## config.mk

```make
export PLATFORM = sky130hd
export DESIGN_NAME = reg_write_arbiter
export DESIGN_NICKNAME = d
export VERILOG_FILES = /design/src/rtl/reg_write_arbiter.sv
export SDC_FILE = /design/constraint.sdc
export NUM_CORES = 1
export LEC_CHECK = 0
export ABC_AREA = 1
export CORE_MARGIN = 10
export CORE_UTILIZATION = 65
export DETAILED_ROUTE_END_ITERATION = 6
export DONT_BUFFER_PORTS = 1
export HOLD_SLACK_MARGIN = 0.06
export PLACE_DENSITY = 0.87
export SETUP_SLACK_MARGIN = 0.05
export SYNTH_ARGS = -nofsm -noshare
export SYNTH_HDL_FRONTEND = slang
export SYNTH_SLANG_ARGS = --single-unit
export TNS_END_PERCENT = 10
```

## constraint.sdc

```tcl
create_clock -name clk_i -period 2.57 [get_ports clk_i]
set_clock_uncertainty 0.05 [all_clocks]
set_input_delay 0.771 -clock clk_i [delete_from_list [all_inputs] [get_ports clk_i]]
set_output_delay 0.771 -clock clk_i [all_outputs]
set_load 0.1 [all_outputs]
```

## src/rtl/reg_write_arbiter.sv

```systemverilog
// Round-robin arbiter that owns the write port of one shared WIDTH-bit register.
// Each owner keeps the grant for at most MAX_HOLD consecutive writes, then the grant rotates.
module reg_write_arbiter #(
    parameter int unsigned NREQ     = 4,
    parameter int unsigned WIDTH    = 8,
    parameter int unsigned MAX_HOLD = 4
) (
    input  logic                      clk_i,
    input  logic                      reset_i,
    input  logic [NREQ-1:0]           req_i,
    input  logic [NREQ*WIDTH-1:0]     wdata_i,
    output logic [NREQ-1:0]           gnt_o,
    output logic [NREQ-1:0]           ack_o,
    output logic [$clog2(NREQ)-1:0]   owner_o,
    output logic                      busy_o,
    output logic [WIDTH-1:0]          q_o,
    output logic [WIDTH-1:0]          qbar_o
);

    localparam int unsigned OwnW  = $clog2(NREQ);
    localparam int unsigned HcntW = $clog2(MAX_HOLD + 1);

    typedef enum logic [0:0] {StIdle, StOwn} state_e;

    state_e            state_q;
    logic [NREQ-1:0]   gnt_q;
    logic [NREQ-1:0]   ack_q;
    logic [OwnW-1:0]   owner_q;
    logic              busy_q;
    logic [OwnW-1:0]   ptr_q;
    logic [HcntW-1:0]  hcnt_q;
    logic [WIDTH-1:0]  q_q;
    logic [WIDTH-1:0]  qbar_q;

    logic              idle_found;
    logic [OwnW-1:0]   idle_idx;
    logic [NREQ-1:0]   idle_oh;
    logic              rel_found;
    logic [OwnW-1:0]   rel_idx;
    logic [NREQ-1:0]   rel_oh;
    logic [OwnW-1:0]   rel_ptr;
    logic              wr;
    logic              hold_done;
    logic [WIDTH-1:0]  wr_data;
    int unsigned       scan_idle;
    int unsigned       scan_rel;

    // Two scans: one from the stored pointer (IDLE), one from owner+1 (release).
    always_comb begin
        rel_ptr    = (32'(owner_q) == NREQ - 1) ? '0 : owner_q + OwnW'(1);
        idle_found = 1'b0;
        idle_idx   = '0;
        rel_found  = 1'b0;
        rel_idx    = '0;
        scan_idle  = 0;
        scan_rel   = 0;
        for (int unsigned j = 0; j < NREQ; j++) begin
            scan_idle = (32'(ptr_q) + j) % NREQ;
            scan_rel  = (32'(rel_ptr) + j) % NREQ;
            if (!idle_found && req_i[scan_idle]) begin
                idle_found = 1'b1;
                idle_idx   = OwnW'(scan_idle);
            end
            if (!rel_found && req_i[scan_rel]) begin
                rel_found = 1'b1;
                rel_idx   = OwnW'(scan_rel);
            end
        end
        idle_oh           = '0;
        idle_oh[idle_idx] = 1'b1;
        rel_oh            = '0;
        rel_oh[rel_idx]   = 1'b1;
    end

    always_comb begin
        wr        = req_i[owner_q];
        wr_data   = wdata_i[32'(owner_q) * WIDTH +: WIDTH];
        hold_done = (32'(hcnt_q) + 32'd1) == MAX_HOLD;
    end

    always_ff @(posedge clk_i) begin
        if (reset_i) begin
            state_q <= StIdle;
            gnt_q   <= '0;
            ack_q   <= '0;
            owner_q <= '0;
            busy_q  <= 1'b0;
            ptr_q   <= '0;
            hcnt_q  <= '0;
            q_q     <= '0;
            qbar_q  <= '1;
        end else begin
            ack_q <= '0;
            case (state_q)
                StIdle: begin
                    if (idle_found) begin
                        state_q <= StOwn;
                        busy_q  <= 1'b1;
                        gnt_q   <= idle_oh;
                        owner_q <= idle_idx;
                        hcnt_q  <= '0;
                    end
                end
                StOwn: begin
                    if (wr) begin
                        q_q    <= wr_data;
                        qbar_q <= ~wr_data;
                        ack_q  <= gnt_q;
                        hcnt_q <= hcnt_q + HcntW'(1);
                    end
                    // Release re-arbitrates in the same edge so there is no idle bubble.
                    if (!wr || hold_done) begin
                        ptr_q  <= rel_ptr;
                        hcnt_q <= '0;
                        if (rel_found) begin
                            gnt_q   <= rel_oh;
                            owner_q <= rel_idx;
                        end else begin
                            state_q <= StIdle;
                            busy_q  <= 1'b0;
                            gnt_q   <= '0;
                        end
                    end
                end
                default: state_q <= StIdle;
            endcase
        end
    end

    assign gnt_o   = gnt_q;
    assign ack_o   = ack_q;
    assign owner_o = owner_q;
    assign busy_o  = busy_q;
    assign q_o     = q_q;
    assign qbar_o  = qbar_q;

endmodule

```

---- Word level (Yosys, flattened, before mapping) ----
Cells that the tools add are included.
word-level totals
  bits in registers ....................... 33
  bits of input ports ..................... 38
  output and inout bits ................... 27
  word-level logic and storage cells ...... 124
cells by class
  add/sub/neg operators ................... 9
  magnitude comparators ................... 13
  equal/unequal tests ..................... 7
  shifts and indexed selects .............. 1
  muxes and demuxes ....................... 59
  bitwise logic cells ..................... 3
  reduce and logical (&&, ||, !) cells .... 23
operators by type and width
  operator             count
  $lt 2x3->1 const B   11
  $shiftx 32x6->8      1
  $mux 1               25
  $mux 2               12
  $bmux 1 s2           9
  $mux 4               3
  $mux 3               3
  $add 2x2->2 const B  4
  $logic_and 1x1->1    8
  $not 8->8            1
  $pmux 4 s2           1
  $reduce_and 2->1     4
  $logic_not 1->1      7
  $add 2x1->2 const B  3
  $pmux 3 s2           1
  $reduce_and 3->1     2
  $add 3x1->4 const B  1
  $demux 1 s2          2
  $eq 4x3->1 const B   1
  $ge 2x1->1 const B   2
  $ne 2x1->1 const B   2
  $ne 2x2->1 const B   2
  $pmux 1 s2           2
  $pmux 2 s2           1
  6 further kinds      7

---- Logic depth before layout (Yosys ltp) ----
Gate-level depths: netlist of the first run.
  depth in word-level cells ............... 21
  mapped depth ............................ 15
  mapped depth without buffers ............ 15

---- Least setup slack after synthesis of the first run ----
Ideal clock, no wire load.
  path kind ............................... flip-flop to flip-flop
  start ................................... reg owner_q[0] (netlist: owner_o[0])
  end ..................................... reg gnt_q[1] (netlist: gnt_o[1])
  library setup time ...................... 0.066 ns
  arrival time ............................ 2.337 ns
  required time ........................... 2.454 ns
  path slack .............................. 0.118 ns
  stages on the path, launching flop included .. 13
  path buffers ............................ 0
  clock period less this slack ............ 2.452 ns
  cells stage by stage .................... dfxtp_1 > ha_1 > inv_1 > nand2_1 > nand3_1 > nand2_2 > a21oi_1 > nand3_1 > nand2_1 > nand2_1 > nor2_1 > nor2_1 > nor2_1
on the way
  longest elaborated chain between the ends .. 21
  elaborated cells on any way between the ends .. 42
  those cells by class .................... 4 x add/sub; 2 x order compare; 2 x eq/ne; 24 x mux; 10 x reduce/logical
ends and longest elaborated chain
  what                                                 line  source
  start: declaration                                   28    logic [OwnW-1:0] owner_q;
  start signal: assignment                             100   owner_q <= idle_idx;
  start signal: assignment                             117   owner_q <= rel_idx;
  $add 2x1->2 / $eq 2x2->1 (equally long branches)     50    rel_ptr = (32'(owner_q) == NREQ - 1) ? '0 : owner_q + OwnW'(1);
  $mux 2 (*)                                           50
  named net rel_ptr[1]                                 41    logic [OwnW-1:0] rel_ptr;
  branches (longest 16 deep; another with $lt 2x3->1)  n/a
  $mux 4 (*)                                           115   if (rel_found) begin
  $mux 4 (*)                                           112   if (!wr || hold_done) begin
  $pmux 4 s2 (*)                                       94    case (state_q)
  end signal: assignment                               99    gnt_q <= idle_oh;
  end signal: assignment                               116   gnt_q <= rel_oh;
  end: declaration                                     26    logic [NREQ-1:0] gnt_q;
Mark *: on every way through the listed nets, which the timed path passes. The select of a mux whose other input is x is not followed.
A chain may end at the register's enable or synchronous reset.

---- Worst setup path in the final report of the first run ----
  start ................................... reg owner_q[1] (netlist: owner_o[1])
  end ..................................... reg gnt_q[3] (netlist: gnt_o[3])
The elaborated chain is that of the path after synthesis.

==> results of run 1 <==
worst min-delay path, delay by kind of cell (launching register included):
family / cells / cell delay [ns]
DFF: 1 / 0.33
and+or+nand+nor: 2 / 0.10
Yosys cell counts (all sizes together):
master	number
o22ai	8
nand4	2
a21boi	1
nand3	22
ha	3
o21a	8
nand3b	1
inv	43
nor2	40
a21oi	13
o21ai	37
o211ai	1
nand2	109
xor2	1
buf	6
dfxtp	33
clkinv	1
clkbuf	3
layout make-up:
cell class | count | area share (%)
inverters | 44 | 7.101
well taps | 44 | 2.367
repair buffers | 27 | 8.714
clock inverters | 2 | 0.4303
clock buffers | 6 | 1.775
flip-flops and latches | 33 | 28.46
multi-input cells | 246 | 51.16
per-layer routing:
metal | up-vias | share of wire (%) | global-route usage [%]
met1 | 944 | 42 | 20.75
met4 | 0 | 0.52 | 2.788
li1 | 1110 | - | -
met3 | 6 | 7.3 | 5.307
met5 | - | 0 | 0
met2 | 66 | 50 | 29.93
through the flow:
step                      total power, mW  std cells
after floorplan                     2.729        332
after global placement              3.100        394
after detailed placement            3.138        394
after CTS                           3.407        402
after global routing                3.685        402
final                               3.402        402
cells in the final DEF, fill, tap and decap left out:
| master | synthesis | routed |
|---|---|---|
| sky130_fd_sc_hd__nand2_1 | 100 | 100 |
| sky130_fd_sc_hd__inv_1 | 38 | 38 |
| sky130_fd_sc_hd__nor2_1 | 35 | 35 |
| sky130_fd_sc_hd__dfxtp_1 | 33 | 32 |
| sky130_fd_sc_hd__o21ai_0 | 31 | 31 |
| sky130_fd_sc_hd__buf_4 | 3 | 27 |
| sky130_fd_sc_hd__nand3_1 | 21 | 21 |
| sky130_fd_sc_hd__a21oi_1 | 13 | 13 |
| sky130_fd_sc_hd__nand2_2 | 9 | 9 |
| sky130_fd_sc_hd__o22ai_1 | 8 | 8 |
| sky130_fd_sc_hd__o21a_1 | 8 | 8 |
| sky130_fd_sc_hd__inv_2 | 5 | 5 |
| sky130_fd_sc_hd__clkbuf_4 | 0 | 5 |
| sky130_fd_sc_hd__nor2_4 | 4 | 4 |
| sky130_fd_sc_hd__o21ai_1 | 3 | 3 |
| sky130_fd_sc_hd__o21ai_2 | 3 | 3 |
| sky130_fd_sc_hd__ha_1 | 3 | 3 |
| sky130_fd_sc_hd__nand4_1 | 2 | 2 |
| sky130_fd_sc_hd__clkinv_2 | 0 | 2 |
| sky130_fd_sc_hd__xor2_1 | 1 | 1 |
| sky130_fd_sc_hd__nand3_4 | 1 | 1 |
| sky130_fd_sc_hd__a21boi_0 | 1 | 1 |
| sky130_fd_sc_hd__nand3b_1 | 1 | 1 |
| sky130_fd_sc_hd__clkinv_1 | 1 | 1 |
| sky130_fd_sc_hd__o211ai_1 | 1 | 1 |
| sky130_fd_sc_hd__nor2_2 | 1 | 1 |
| sky130_fd_sc_hd__clkbuf_1 | 2 | 1 |
| sky130_fd_sc_hd__dfxtp_2 | 0 | 1 |
sequential cells by signal (all words and copies together) (netlist names):
signal   count
hcnt_q       3
qbar_o       8
q_o          8
ptr_q        2
gnt_o        4
busy_o       1
state_q      1
owner_o      2
ack_o        4
how the worst max path moves through the flow:
stage | startpoint | to | cells after the start
after floorplan | owner_o[0] | gnt_o[1] | 12
after global placement | owner_o[1] | gnt_o[3] | 11
after detailed placement | req_i[2] | ack_o[1] | 8
after CTS | owner_o[1] | gnt_o[3] | 11
after global routing | owner_o[1] | gnt_o[3] | 11
final | owner_o[1] | gnt_o[3] | 11
kinds of logic after synthesis:
group | after synthesis
and+or+nand+nor | 174
AOI/OAI and AO/OA | 68
buffers and inverters | 53
DFF | 33
adders and majority gates | 3
xor gates and xnor gates | 1
power by group through the flow:
stage / clock network, mW / logic (mW) / registers (mW)
2_1_floorplan: 0 / 1.13 / 1.60
3_3_place_gp: 0 / 2.32 / 0.781
3_5_place_dp: 0 / 2.35 / 0.787
4_1_cts: 0.275 / 2.36 / 0.775
5_1_grt: 0.304 / 2.59 / 0.794
6_report: 0.270 / 2.36 / 0.775
==> results.txt, run 1 <==
----------------------------------------------------
[Synthesis]
  Simple-gate share of the synthesized area ... 36.67%
  Share of the synthesized area in the top cell type ... 32.00%
  Most area-consuming cells after synthesis ... sky130_fd_sc_hd__dfxtp_1, sky130_fd_sc_hd__nand2_1, sky130_fd_sc_hd__o21ai_0, sky130_fd_sc_hd__inv_1, sky130_fd_sc_hd__nor2_1
  Multiplexer share of the synthesized area ... 0%
  Post-synthesis adder-cell area fraction ... 1.818%
  Dominant combinational cell family by area after synthesis ... simple AND/OR/NAND/NOR gates
  Mapped cell area ... 0.002064 sq mm
  Average cell area after synthesis ... 6.218 sq um
  Post-synthesis xor/xnor area fraction ... 0.4242%
  Synthesized instance count ... 332
  Sequential cell area fraction in the yosys report ... 32.00%
  Number of flip-flops and latches in the synthesized netlist ... 33
  Net count after synthesis ... 373
  Cell accounting for the most synthesized area ... sky130_fd_sc_hd__dfxtp_1
  Area fraction in compound gates after synthesis ... 18.73%
  Distinct cell type count after synthesis ... 28
  Synthesis warning total ... 0

[Detailed routing]
  Detailed Route Iter0 Violations ... 165
  Routed length per instance ... 12.82 microns
  Avg Vias per Cell ... 5.289
  Number of antenna-violating nets in the routed design ... 0
  Post-detailed-routing wire length ... 5153 microns
  Vias ... 2126
  Drt drc ... 0
  Iteration count of the initial detailed-routing pass ... 4

[Critical path]
  Cell class contributing the biggest share of worst-path delay ... simple AND/OR/NAND/NOR gates
  Worst setup SP type ... flop
  Worst Setup Path Type ... reg2reg
  Max FO, Critical Path ... 11
  Start of the worst register-to-register path ... owner_o[1]
  Worst-case reg-to-reg path depth ... 11
  R2R Setup Slk ... 0.41 ns
  Number of buffer and inverter instances along the worst setup path ... 2
  Reg-to-reg critical path endpoint ... gnt_o[3]
  Slowest-stage cell, CP ... sky130_fd_sc_hd__dfxtp_1
  Data required time of the worst path ... 2.80 ns
  Critical-path cell list ... ha_1 -> inv_1 -> nand2_1 -> nand2_1 -> nand3_1 -> o21ai_0 -> nand3b_1 -> nand3_1 -> nand3_1 -> nand2_1 -> inv_1
  CP arrival ... 2.39 ns
  Critical path endpoint category ... flop
  Slowest Stage Delay on Critical Path ... 0.55 ns

[Clock network]
  Hold-fix buffer count after cts ... 0
  Post-CTS setup repair buffer count ... 0
  Number of buffers between clock root and the deepest sink ... 2
  Root Buffer Master ... sky130_fd_sc_hd__clkbuf_4
  Number of clock sinks seen by CTS ... 33
  Clk pin slew, worst setup/hold paths ... 0.10 ns
  CTS tree ... built
  Num CTS Buffers ... 5
  H-tree lvl count ... 2
  Number of cells upsized or downsized after cts ... 0
  Skew-Pair Late Insertion Delay ... 0.33 ns

[Placement]
  Post-Place Worst Slack ... 0.4344 ns
  Estimated wirelength of the detail-placed design ... 4143 microns
  Total placed instance area ... 0.002275 sq mm
  Gp weighted congestion ... 0.9157
  Port buffer count ... 0

[Worst hold path]
  Terminating pin of the worst hold path ... qbar_o[3]
  Class of the most critical hold timing path ... reg2reg
  Hold Path Origin ... qbar_o[3]
  Number of cells on the worst hold path ... 2

[Power]
  Switching part of the total power ... 60.78%
  Internal Pwr Total ... 1.334 mW
  Cell Pwr Density ... 1462 mW/mm^2
  Part of the power in registers ... 22.8%
  Worst ir drop on vdd ... 0.7030 mV
  Relative contribution of combinational cells to total power ... 69.3%
  Net load switching power ... 2.068 mW
  Static leakage ... 1.218 nW
  Relative contribution of the clock network to total power ... 7.9%

[Global routing]
  Overall Global Routing Usage ... 17.31%
  Via count of the first global-routing pass ... 1927
  Overall overflow remaining after global route ... 0
  Largest net degree at the start of global routing ... 21
  Number of antenna violations at the first check in global routing ... 0
  First-pass GRT wire length ... 8804 microns

[Die]
  Die area ... 0.005830 sq mm
  Core area ... 0.003053 sq mm
  Core Rows ... 20
  Effective utilization at floorplan ... 67.62%
  Die Y ... 76.36 microns
  I/O Pins ... 65
  Die W ... 76.36 microns

[Timing]
  Ratio of final minimum period to clock period ... 84.00%
  Hold WS ... 0.4127 ns
  Worst Slack Setup Final ... 0.4113 ns
  Unrepaired setup endpoints after global routing ... false
  Final-layout setup total negative slack ... 0 ns
  Final count of pins violating max slew ... 0
  Total count of hold-check failures in the final report ... 0
  Setup-failing EPs final ... 0
  Slew margin rel. ... 69.97%
  Min Clock Period, post-route ... 2.159 ns
  Worst Tran Pin Value ... 0.4499 ns
  Peak clock frequency supported by timing ... 463.2 MHz

[Cells and area]
  Antenna cell count ... 0
  Reg area ... 661.9 sq um
  Final standard cell utilization of the core ... 76.19%
  Layout overhead on the synthesized area ... 12.67%
  Combined area of the multi-input logic cells ... 0.001190 sq mm
  Proportion of layout cells with a drive suffix above 1 ... 16.20%
  Fill cell instance count of the final layout ... 260
  Net total in the final layout ... 398
  Final standard cell area without fillers ... 0.002326 sq mm

[Run status]
  Run status ... finished, final reports clean

[Job]
  Reported max-cap violation count ... 0

----------------------------------------------------
Note: power is estimated with default switching activity, not from simulation.
==> run 2, diff against run 1 <==
--- a/config.mk
+++ b/config.mk
@@ -7,11 +7,11 @@
 export LEC_CHECK = 0
 export ABC_AREA = 1
 export CORE_MARGIN = 10
-export CORE_UTILIZATION = 65
+export CORE_UTILIZATION = 63
 export DETAILED_ROUTE_END_ITERATION = 6
 export DONT_BUFFER_PORTS = 1
 export HOLD_SLACK_MARGIN = 0.06
-export PLACE_DENSITY = 0.87
+export PLACE_DENSITY = 0.85
 export SETUP_SLACK_MARGIN = 0.05
 export SYNTH_ARGS = -nofsm -noshare
 export SYNTH_HDL_FRONTEND = slang
==> constraint.sdc (replaced) <==
create_clock -name clk_i -period 2.2 [get_ports clk_i]
set_clock_uncertainty 0.05 [all_clocks]
set_input_delay 0.66 -clock clk_i [delete_from_list [all_inputs] [get_ports clk_i]]
set_output_delay 0.66 -clock clk_i [all_outputs]
set_load 0.1 [all_outputs]
==> results.txt, run 2 (synthesized netlist as in run 1, its figures left out) <==
----------------------------------------------------
[Timing]
  Final count of pins violating max slew ... 0
  Peak clock frequency supported by timing ... 499.5 MHz
  Ratio of final minimum period to clock period ... 91.01%
  Worst Slack Setup Final ... 0.1978 ns
  Setup-failing EPs final ... 0
  Final-layout setup total negative slack ... 0 ns
  Total count of hold-check failures in the final report ... 0
  Unrepaired setup endpoints after global routing ... true
  Worst Tran Pin Value ... 0.4694 ns
  Slew margin rel. ... 68.67%
  Min Clock Period, post-route ... 2.002 ns

[Power]
  Cell Pwr Density ... 1763 mW/mm^2
  Worst ir drop on vdd ... 0.9625 mV
  Static leakage ... 1.240 nW
  Total Power ... 4.202 mW

[Placement]
  Gp weighted congestion ... 0.9193
  Estimated wirelength of the detail-placed design ... 4322 microns
  Port buffer count ... 0
  Post-Place Worst Slack ... 0.1596 ns
  Placed instance count ... 396

[Global routing]
  Number of antenna violations at the first check in global routing ... 0
  Overall Global Routing Usage ... 18.23%
  Overall overflow remaining after global route ... 0
  First-pass GRT wire length ... 9239 microns
  Largest net degree at the start of global routing ... 21
  Via count of the first global-routing pass ... 2085

[Worst hold path]
  Hold Path Origin ... reset_i
  Class of the most critical hold timing path ... in2reg
  Number of cells on the worst hold path ... 1
  Terminating pin of the worst hold path ... hcnt_q[1]

[Die]
  Die Y ... 77.25 microns
  Core Rows ... 20
  Die area ... 0.005967 sq mm
  Effective utilization at floorplan ... 66.53%
  Die W ... 77.25 microns
  I/O Pins ... 65
  Core area ... 0.003103 sq mm

[Critical path]
  Start of the worst register-to-register path ... ptr_q[0]
  Max FO, Critical Path ... 9
  Worst-case reg-to-reg path depth ... 13
  Worst Setup Path Type ... reg2reg
  CP arrival ... 2.19 ns
  R2R Setup Slk ... 0.20 ns
  Reg-to-reg critical path endpoint ... gnt_o[3]
  Critical path endpoint category ... flop
  Data required time of the worst path ... 2.39 ns
  Worst setup SP type ... flop

[Clock network]
  Clk pin slew, worst setup/hold paths ... 0.10 ns
  Number of buffers between clock root and the deepest sink ... 2
  Skew-Pair Late Insertion Delay ... 0.33 ns
  CTS tree ... built
  Root Buffer Master ... sky130_fd_sc_hd__clkbuf_4
  Number of clock sinks seen by CTS ... 33
  Post-CTS setup repair buffer count ... 0
  Num CTS Buffers ... 5
  H-tree lvl count ... 2

[Detailed routing]
  Vias ... 2192
  Avg Vias per Cell ... 5.426
  Drt drc ... 0
  Number of antenna-violating nets in the routed design ... 0
  Detailed Route Iter0 Violations ... 99
  Post-detailed-routing wire length ... 5519 microns
  Routed length per instance ... 13.66 microns
  Iteration count of the initial detailed-routing pass ... 4

[Cells and area]
  Antenna cell count ... 0
  Final standard cell utilization of the core ... 76.81%
  Top library cells by usage in the layout, fill and taps aside ... sky130_fd_sc_hd__nand2_1, sky130_fd_sc_hd__inv_1, sky130_fd_sc_hd__nor2_1
  Layout overhead on the synthesized area ... 15.45%
  Filler-free cell count of the finished design ... 404
  Proportion of layout cells with a drive suffix above 1 ... 17.78%
  Most frequent standard cell in the layout excluding fill and tap cells ... sky130_fd_sc_hd__nand2_1
  Net total in the final layout ... 400

[Job]
  Reported max-cap violation count ... 0

[Run status]
  Run status ... finished, final reports clean

----------------------------------------------------
run 2: layout make-up:
type	instances	area, sq um
flip-flops and latches	33	663.1
clock buffers	7	55.05
multi-input cells	246	1197
repair buffers	29	217.7
well taps	44	55.05
clock inverters	1	30.03
fillers	257	719.4
inverters	44	165.2
run 2: critical path, stage by stage, from the launching register on:
cell	delay, ns
sky130_fd_sc_hd__dfxtp_1	0.49
sky130_fd_sc_hd__inv_2	0.14
sky130_fd_sc_hd__nand2_1	0.10
sky130_fd_sc_hd__nand2_2	0.08
sky130_fd_sc_hd__nand2_1	0.10
sky130_fd_sc_hd__inv_1	0.04
sky130_fd_sc_hd__a21boi_0	0.30
sky130_fd_sc_hd__nand2_1	0.14
sky130_fd_sc_hd__nor2_1	0.13
sky130_fd_sc_hd__nor2_1	0.07
sky130_fd_sc_hd__nand3_1	0.08
sky130_fd_sc_hd__nand3_1	0.09
sky130_fd_sc_hd__nand2_1	0.06
sky130_fd_sc_hd__inv_1	0.04
run 2: how the worst max path moves through the flow:
stage,cells after the start,from,slack (ns),end
after floorplan,12,owner_o[0],0.13,gnt_o[1]
after CTS,12,owner_o[0],0.19,gnt_o[3]
after global routing,13,ptr_q[0],0.04,gnt_o[3]
after detailed placement,8,req_i[2],0.16,ack_o[1]
final,13,ptr_q[0],0.20,gnt_o[3]
after global placement,12,req_i[2],0.23,owner_o[0]
run 2: through the flow:
step                      cell area (sq um)  hold WS (ns)
final                                  2384        0.3323
after CTS                              2376        0.3228
after global placement                 2291        0.3922
after global routing                   2384        0.3144
after floorplan                        2067        0.4079
after detailed placement               2291        0.3951
run 2: per-layer routing:
| metal | global-route usage, % | vias to the layer above | routed length, microns |
|---|---|---|---|
| met5 | 0 | - | 0 |
| met1 | 19.32 | 983 | 2153 |
| li1 | - | 1113 | - |
| met3 | 6.410 | 17 | 454 |
| met2 | 32.44 | 79 | 2783 |
| met4 | 6.387 | 0 | 127 |
run 2: timing repair:
action | CTS | global route
resized for setup | 0 | 3
hold endpoints to repair | 0 | 0
endpoints found under the setup margin | 0 | 6
hold buffers | 0 | 0
run 2: power by group:
group | total (mW) | internal, mW | switching [mW] | leakage [nW]
Sequential | 0.877 | 0.764 | 0.113 | 0.272
Combinational | 2.85 | 0.697 | 2.15 | 0.922
Clock | 0.474 | 0.271 | 0.203 | 0.0455
==> run 3, diff against run 2 <==
--- a/config.mk
+++ b/config.mk
@@ -6,6 +6,7 @@
 export NUM_CORES = 1
 export LEC_CHECK = 0
 export ABC_AREA = 1
+export CORE_ASPECT_RATIO = 2
 export CORE_MARGIN = 10
 export CORE_UTILIZATION = 63
 export DETAILED_ROUTE_END_ITERATION = 6
@@ -13,6 +14,7 @@
 export HOLD_SLACK_MARGIN = 0.06
 export PLACE_DENSITY = 0.85
 export SETUP_SLACK_MARGIN = 0.05
+export SLEW_MARGIN = 0
 export SYNTH_ARGS = -nofsm -noshare
 export SYNTH_HDL_FRONTEND = slang
 export SYNTH_SLANG_ARGS = --single-unit
==> results.txt, run 3 (synthesized netlist as in run 1, its figures left out) <==
----------------------------------------------------
[Cells and area]
  Most frequent standard cell in the layout excluding fill and tap cells ... sky130_fd_sc_hd__nand2_1
  Top library cells by usage in the layout, fill and taps aside ... sky130_fd_sc_hd__nand2_1, sky130_fd_sc_hd__inv_1, sky130_fd_sc_hd__nor2_1
  Net total in the final layout ... 403
  Final standard cell area without fillers ... 0.002386 sq mm
  Layout overhead on the synthesized area ... 15.58%
  Antenna cell count ... 0
  Fill cell instance count of the final layout ... 277
  Proportion of layout cells with a drive suffix above 1 ... 18.18%

[Critical path]
  Critical-path cell list ... ha_1 -> inv_1 -> nand2_1 -> nand2_1 -> nand2_1 -> nand2_2 -> nand4_1 -> nand3b_1 -> nand3_1 -> nand3_1 -> nand2_1 -> inv_1
  Worst Setup Path Type ... reg2reg
  Worst setup SP type ... flop
  Reg-to-reg critical path endpoint ... gnt_o[3]
  Start of the worst register-to-register path ... owner_o[1]
  Slowest-stage cell, CP ... sky130_fd_sc_hd__ha_1
  Data required time of the worst path ... 2.34 ns
  Worst-case reg-to-reg path depth ... 12
  Critical path endpoint category ... flop
  R2R Setup Slk ... 0.18 ns
  Max FO, Critical Path ... 7
  Number of buffer and inverter instances along the worst setup path ... 2
  Most common cell type on the critical path ... sky130_fd_sc_hd__nand2_1
  Cell class contributing the biggest share of worst-path delay ... simple AND/OR/NAND/NOR gates
  CP arrival ... 2.16 ns
  Slowest Stage Delay on Critical Path ... 0.39 ns

[Placement]
  Gp weighted congestion ... 0.8860
  Total placed instance area ... 0.002297 sq mm
  Estimated wirelength of the detail-placed design ... 4712 microns
  Post-Place Worst Slack ... 0.09356 ns
  Port buffer count ... 0

[Die]
  Core Rows ... 29
  Core area ... 0.003157 sq mm
  I/O Pins ... 65
  Effective utilization at floorplan ... 65.40%
  Die Y ... 101.0 microns
  Die area ... 0.006106 sq mm
  Die W ... 60.48 microns

[Detailed routing]
  Drt drc ... 0
  Routed length per instance ... 14.75 microns
  Iteration count of the initial detailed-routing pass ... 4
  Post-detailed-routing wire length ... 5813 microns
  Number of antenna-violating nets in the routed design ... 0
  Vias ... 2215
  Detailed Route Iter0 Violations ... 87
  Avg Vias per Cell ... 5.622

[Clock network]
  CTS tree ... built
  Num CTS Buffers ... 5
  Clk pin slew, worst setup/hold paths ... 0.07 ns
  Number of clock sinks seen by CTS ... 33
  Root Buffer Master ... sky130_fd_sc_hd__clkbuf_8
  Hold-fix buffer count after cts ... 0
  Post-CTS setup repair buffer count ... 0
  H-tree lvl count ... 2
  Skew-Pair Late Insertion Delay ... 0.29 ns
  Number of buffers between clock root and the deepest sink ... 2

[Timing]
  Ratio of final minimum period to clock period ... 91.75%
  Setup-failing EPs final ... 0
  Min Clock Period, post-route ... 2.018 ns
  Final-layout setup total negative slack ... 0 ns
  Hold WS ... 0.3851 ns
  Slew margin rel. ... 70.57%
  Final count of pins violating max slew ... 0
  Worst Tran Pin Value ... 0.4410 ns
  Peak clock frequency supported by timing ... 495.4 MHz
  Unrepaired setup endpoints after global routing ... false
  Worst Slack Setup Final ... 0.1815 ns
  Total count of hold-check failures in the final report ... 0

[Worst hold path]
  Class of the most critical hold timing path ... in2reg
  Terminating pin of the worst hold path ... busy_o
  Number of cells on the worst hold path ... 1
  Hold Path Origin ... reset_i

[Power]
  Static leakage ... 1.255 nW
  Cell Pwr Density ... 1766 mW/mm^2
  Worst ir drop on vdd ... 0.9088 mV

[Global routing]
  Overall Global Routing Usage ... 18.95%
  Largest net degree at the start of global routing ... 18
  Via count of the first global-routing pass ... 2135
  First-pass GRT wire length ... 9170 microns
  Number of antenna violations at the first check in global routing ... 0
  Overall overflow remaining after global route ... 0

[Job]
  Reported max-cap violation count ... 0

[Run status]
  Run status ... finished, final reports clean

----------------------------------------------------
==> run 3: final cells by class <==
type                            count  area, sq um  area share [%]
Clock inverter                      3        17.52          0.7341
Inverter                           44        165.2           6.922
Timing Repair Buffer               32        240.2           10.07
Multi-Input combinational cell    246         1192           49.97
Clock buffer                        5        68.82           2.884
Tap cell                           31        38.79           1.626
Sequential cell                    33        663.1           27.79
==> run 3: power breakdown <==
| part | internal [mW] | switching [mW] |
|---|---|---|
| clock | 0.218 | 0.224 |
| combinational | 0.713 | 2.21 |
| sequential | 0.764 | 0.0853 |
==> run 3: worst max path at each step <==
stage / endpoint / from / cells past startpoint
5_1_grt: gnt_o[2] / owner_o[1] / 12
3_3_place_gp: gnt_o[1] / req_i[1] / 10
4_1_cts: gnt_o[3] / owner_o[0] / 12
6_report: gnt_o[3] / owner_o[1] / 12
3_5_place_dp: gnt_o[1] / req_i[1] / 10
2_1_floorplan: gnt_o[1] / owner_o[0] / 12
==> run 3: metrics by stage <==
| step | total power [mW] | util [%] | instances |
|---|---|---|---|
| 5_1_grt | 4.485 | 75.58 | 394 |
| 4_1_cts | 4.196 | 75.51 | 394 |
| 3_5_place_dp | 3.757 | 72.77 | 386 |
| 3_3_place_gp | 3.694 | 72.77 | 386 |
| 2_1_floorplan | 3.191 | - | 332 |
| 6_report | 4.213 | 75.58 | 394 |
==> run 3: repair_timing <==
action / CTS / global route
endpoints found under the hold margin: 0 / 0
setup endpoints to repair: 0 / 4
resized for setup: 0 / 1
==> run 3: metal layers <==
layer / wire length [microns] / up-vias / GRT usage, % / part of all wire, %
met2: 3372 / 87 / 37.34 / 58
met5: 0 / - / 0 / 0
met1: 1803 / 995 / 15.31 / 31
met3: 480 / 12 / 4.924 / 8.3
li1: - / 1121 / - / -
met4: 158 / 0 / 10.36 / 2.7
